==> config.mk <==
export PLATFORM = sky130hd
export DESIGN_NAME = jogo_memoria_param
export DESIGN_NICKNAME = d
export VERILOG_FILES = /design/src/rtl/jogo_memoria_param.sv
export SDC_FILE = /design/constraint.sdc
export NUM_CORES = 1
export LEC_CHECK = 0
export BUFFER_PORTS_ARGS = -buffer_cell sky130_fd_sc_hd__buf_4
export CORE_MARGIN = 3
export CORE_UTILIZATION = 47
export DETAILED_ROUTE_END_ITERATION = 12
export PLACE_DENSITY = 0.74
export REMOVE_ABC_BUFFERS = 1
export SLEW_MARGIN = 0
export SYNTH_ARGS = -nofsm -noshare
export SYNTH_HDL_FRONTEND = slang
export SYNTH_SLANG_ARGS = --single-unit
==> constraint.sdc <==
create_clock -name clock -period 1.5 [get_ports clock]
set_input_delay 0.075 -clock clock [delete_from_list [all_inputs] [get_ports clock]]
set_output_delay 0.075 -clock clock [all_outputs]
set_load 0.01 [all_outputs]
==> src/rtl/jogo_memoria_param.sv <==
// Parametrised sequence-memory game controller: N one-hot buttons, external sync ROM.
// Optional per-play timeout enabled by defining JOGO_MEMORIA_TIMEOUT_EN.
module jogo_memoria_param #(
  parameter int N_BOTOES       = 4,
  parameter int N_RODADAS      = 16,
  parameter int TIMEOUT_CICLOS = 5000,
  parameter int LARG_END       = (N_RODADAS > 1) ? $clog2(N_RODADAS) : 1
) (
  input  logic                clock,
  input  logic                reset,
  input  logic                jogar,
  input  logic [N_BOTOES-1:0] botoes,
  input  logic [N_BOTOES-1:0] mem_dado,
  output logic [LARG_END-1:0] mem_endereco,
  output logic [N_BOTOES-1:0] leds,
  output logic                pronto,
  output logic                ganhou,
  output logic                perdeu,
  output logic                timeout,
  output logic [3:0]          db_estado,
  output logic [LARG_END-1:0] db_rodada,
  output logic                db_jogada_correta
);

  typedef enum logic [3:0] {
    INICIAL        = 4'h0,
    PREPARACAO     = 4'h1,
    INICIA_RODADA  = 4'h2,
    ESPERA_JOGADA  = 4'h3,
    REGISTRA       = 4'h4,
    COMPARA        = 4'h5,
    PROXIMA_JOGADA = 4'h6,
    PROXIMA_RODADA = 4'h7,
    FIM_GANHOU     = 4'hA,
    FIM_PERDEU     = 4'hE,
    FIM_TIMEOUT    = 4'hF
  } estado_t;

  localparam logic [LARG_END-1:0] ULTIMA_RODADA = LARG_END'(N_RODADAS - 1);

  estado_t             estado, proximo;
  logic [N_BOTOES-1:0] botoes_ant;
  logic [N_BOTOES-1:0] jogada;
  logic [N_BOTOES-1:0] leds_r;
  logic [LARG_END-1:0] rodada;
  logic [LARG_END-1:0] indice;
  logic                correta_r;
  logic                evento;
  logic                correta;
  logic                expirou;

  // A press is a rising edge of "any button down"; holding never re-triggers.
  assign evento  = (botoes != '0) && (botoes_ant == '0);
  assign correta = (jogada == mem_dado) && (jogada != '0) &&
                   ((jogada & (jogada - N_BOTOES'(1))) == '0);

`ifdef JOGO_MEMORIA_TIMEOUT_EN
  localparam int LARG_TMO = $clog2(TIMEOUT_CICLOS);
  logic [LARG_TMO-1:0] cont_tmo;

  always_ff @(posedge clock) begin
    if (reset || (estado != ESPERA_JOGADA)) cont_tmo <= '0;
    else if (!expirou)                      cont_tmo <= cont_tmo + LARG_TMO'(1);
  end

  assign expirou = (cont_tmo == LARG_TMO'(TIMEOUT_CICLOS - 1));
  assign timeout = (estado == FIM_TIMEOUT);
`else
  // Without the timer the parameter has no effect; the compare is always false.
  assign expirou = (TIMEOUT_CICLOS < 0);
  assign timeout = 1'b0;
`endif

  always_ff @(posedge clock) begin
    if (reset) estado <= INICIAL;
    else       estado <= proximo;
  end

  always_comb begin
    proximo = estado;
    case (estado)
      INICIAL, FIM_GANHOU, FIM_PERDEU, FIM_TIMEOUT:
        if (jogar) proximo = PREPARACAO;
      PREPARACAO:     proximo = INICIA_RODADA;
      INICIA_RODADA:  proximo = ESPERA_JOGADA;
      ESPERA_JOGADA: begin
        if (evento)       proximo = REGISTRA;
        else if (expirou) proximo = FIM_TIMEOUT;
      end
      REGISTRA:       proximo = COMPARA;
      COMPARA: begin
        if (!correta)                    proximo = FIM_PERDEU;
        else if (indice < rodada)        proximo = PROXIMA_JOGADA;
        else if (rodada == ULTIMA_RODADA) proximo = FIM_GANHOU;
        else                             proximo = PROXIMA_RODADA;
      end
      PROXIMA_JOGADA: proximo = ESPERA_JOGADA;
      PROXIMA_RODADA: proximo = INICIA_RODADA;
      default:        proximo = INICIAL;
    endcase
  end

  always_ff @(posedge clock) begin
    if (reset) begin
      botoes_ant <= '0;
      jogada     <= '0;
      leds_r     <= '0;
      rodada     <= '0;
      indice     <= '0;
      correta_r  <= 1'b0;
    end else begin
      botoes_ant <= botoes;
      case (estado)
        PREPARACAO: begin
          jogada    <= '0;
          leds_r    <= '0;
          rodada    <= '0;
          indice    <= '0;
          correta_r <= 1'b0;
        end
        INICIA_RODADA:  indice <= '0;
        ESPERA_JOGADA:  if (evento) jogada <= botoes;
        REGISTRA:       leds_r <= jogada;
        COMPARA:        correta_r <= correta;
        PROXIMA_JOGADA: indice <= indice + LARG_END'(1);
        PROXIMA_RODADA: rodada <= rodada + LARG_END'(1);
        default: ;
      endcase
    end
  end

  // The play index doubles as the ROM address, so it is registered by construction.
  assign mem_endereco      = indice;
  assign leds              = leds_r;
  assign pronto            = (estado == FIM_GANHOU) || (estado == FIM_PERDEU) ||
                             (estado == FIM_TIMEOUT);
  assign ganhou            = (estado == FIM_GANHOU);
  assign perdeu            = (estado == FIM_PERDEU) || (estado == FIM_TIMEOUT);
  assign db_estado         = estado;
  assign db_rodada         = rodada;
  assign db_jogada_correta = correta_r;

endmodule

==> metrics <==
routed len/inst 14.9 um; Num CTS Buffers 3; clock sink count 25; via count 1,485; diode count 0; final worst setup slack -56.4 ps; combinational power share 25.4%; Hold Path Class in -> reg; final setup violating endpoints 6; Buf/Inv on CP 1; Hold Fails Final Rpt 0; Final Net Count 243; Die H 60.0 um; Routed Antenna Nets 0; Worst path top cell family by delay simple AND/OR/NAND/NOR gates; Sw Share 29.9%; Detailed Routing Iterations Pass 1 4; first-pass GRT wire length 6110 um; Core Region 2610 sq um; Post-synth EDFFs 0; Inst Count DP 244; Clk Latency, worst-skew pair 320 ps; Max VDD drop 0.000672 V; setup TNS -144 ps; CP Launch Type flop; Clock power frac 22.6%; die area 3600 sq um; I/O Buffers 30; share of power burned in registers 52.1%; share of layout cells above drive strength 1 36.3%; Netlist cell types 42; Rows 18; CP Cell Sequence or4_4 -> nor2_4 -> buf_4 -> o22ai_4 -> o21a_1 -> a21oi_2; Critical Path AT 1820 ps; status finished with violations; cell internal pwr 949 uW; Cells after Synth 174; RD Place Congestion 0.916; initial antenna violation count 0; max-cap violation count 0; crit-path max FO 3; gr usage total 22.4%; Detailed Place HPWL 2670 um; min Tclk post-route 1560 ps; ys flop type dfxtp_1; Critical Path RT 1760 ps; CTS tree yes; Leak 0.811 nW; Synth Register Bits 25; Setup CP Type reg -> reg; IO Count 32; DR DRC count 0; Pwr Density 704 nW/um^2; f_max 642 MHz; GRT overflow 0; Worst Setup End Kind flop; sequential area share after synthesis 36.6%; Vias/cell 5.80; Setup WS pre-CTS -29.4 ps; chip width 60.0 um; number of global-route vias before repair 1,420; final std cells w/o fill 256; Yosys Warn Count 0; Synth Area per Inst 7.87 sq um; Worst path max stage delay 550 ps; maximum number of pins on one net before global-route repair 27; maximum buffer depth of the clock tree 2; DRT iter0 DRCs 54; Area Overhead vs Synth 40.4%; Sw Pwr 404 uW; failing checks negative setup slack; Pins Over Slew Limit 0; Util after Layout 73.6%; Post-Syn Area 1370 sq um; RSZ-0062 raised after global routing yes; Post-Route Skew 3.67 ps; H-tree Lvls 1; starting density of the core 52.4%; Final period util 104%; Total Wirelength 3810 um; crit path max-delay cell type or4_4; clock slew seen by the registers of the worst setup and hold paths 130 ps; async set-reset flop share out of synthesis 0%; Root Driver clkbuf_4
## cell usage in the layout, fill, tap and decap left out, drive strengths merged
cell	count
nor2	30
inv	7
nor4bb	1
nand3	5
nand4	1
o21a	2
a31oi	1
o31a	1
ha	5
o21ai	9
o221a	1
a211oi	2
nor3	9
nand2	7
o211ai	1
dlygate4sd3	5
nor4	2
nand3b	2
conb	1
nor3b	3
a41o	1
clkbuf	4
or3	1
a32oi	1
o31ai	2
a22oi	11
a21o	1
o22ai	1
buf	53
a21oi	11
dfxtp	25
nor2b	5
o2bb2ai	1
and3	3
nand2b	6
or4	2
xnor2	1
xor2	1
and4b	1
## metal layers
layer	routed length (um)	vias up	GRT usage, %
met1	1730	716	29.6
met2	1840	36	34.9
met5	0	-	0
met3	198	4	5.40
met4	42	0	9.18
li1	-	729	-
## path summary, 6_finish.rpt
kind,start,endpoint,slack [ps],cells past startpoint
min reg2reg,db_estado[2]$_SDFFE_PP0P_,db_rodada[0]$_SDFFE_PP0P_,530,2
max reg2reg,botoes_ant[2]$_SDFF_PP0_,db_estado[2]$_SDFFE_PP0P_,-60,6
min,botoes[2],jogada[2]$_SDFFE_PP0P_,10,3
max,botoes_ant[2]$_SDFF_PP0_,db_estado[2]$_SDFFE_PP0P_,-60,6
## worst register-to-register path, stage by stage, from the launching register on
cell and delay (ps):
dfxtp_2 330, or4_4 550, nor2_4 110, buf_4 130, o22ai_4 70, o21a_1 200, a21oi_2 110
## registers in the layout (all words and copies together) (netlist names)
signal             count
botoes_ant             4
mem_endereco           4
leds                   4
db_rodada              4
jogada                 4
db_jogada_correta      1
db_estado              4
## Yosys cell counts (2+ instances only)
master	number	share of area, %
a211oi_1	2	1.1
a21oi_1	10	3.7
a22oi_1	11	6.0
and3_1	3	1.4
buf_2	2	0.73
buf_4	3	1.6
clkbuf_1	5	1.4
dfxtp_1	25	37
ha_1	5	4.6
inv_1	7	1.9
nand2_1	7	1.9
nand2b_1	6	2.7
nand3_1	5	1.8
nand3b_1	2	1.1
nor2_1	29	8.0
nor2b_1	5	2.3
nor3_1	9	3.3
nor3b_1	3	1.6
nor4_1	2	0.91
o21a_1	2	1.1
o21ai_0	9	3.3
o31ai_1	2	1.1
## metrics by stage
stage	hold WS, ps	power (mW)	cell area (sq um)
final	14.8	1.35	1920
after detailed placement	315	0.985	1730
after floorplan	144	0.852	1320
after CTS	3.25	1.31	1840
after global routing	44.8	1.43	1920
after global placement	314	0.977	1730
## power by group through the flow
stage          sequential (mW)  clock, mW  combinational [mW]
2_1_floorplan            0.729          0               0.122
3_3_place_gp             0.715          0               0.262
3_5_place_dp             0.717          0               0.268
4_1_cts                  0.704      0.313               0.296
5_1_grt                  0.708      0.348               0.372
6_report                 0.704      0.306               0.343
## cell families (layout without fill, tap and decap cells)
| family | after synthesis | after routing | synth area share [%] |
|---|---|---|---|
| flops | 25 | 25 | 36.6 |
| buf+inv | 17 | 69 | 5.67 |
| simple gates | 78 | 78 | 29.3 |
| fa+ha+maj | 5 | 5 | 4.57 |
| compound gates | 46 | 46 | 22.4 |
| xor+xnor | 2 | 2 | 1.28 |
| other cells | 1 | 1 | 0.274 |
## final cells by class
cell class	instances	area (sq um)
Multi-Input combinational cell	132	866
Clock buffer	4	26.3
Tap cell	30	37.5
Inverter	7	26.3
Fill cell	209	691
Timing Repair Buffer	58	452
Sequential cell	25	514
## timing repair
action                                  CTS  global route
resized for setup                        11            17
buffers inserted                          0             3
endpoints found under the hold margin     6             1
pin swaps                                10             9
hold buffers                              4             1
endpoints found under the setup margin   15            20
No activity file was read; power rests on OpenSTA's default activity.
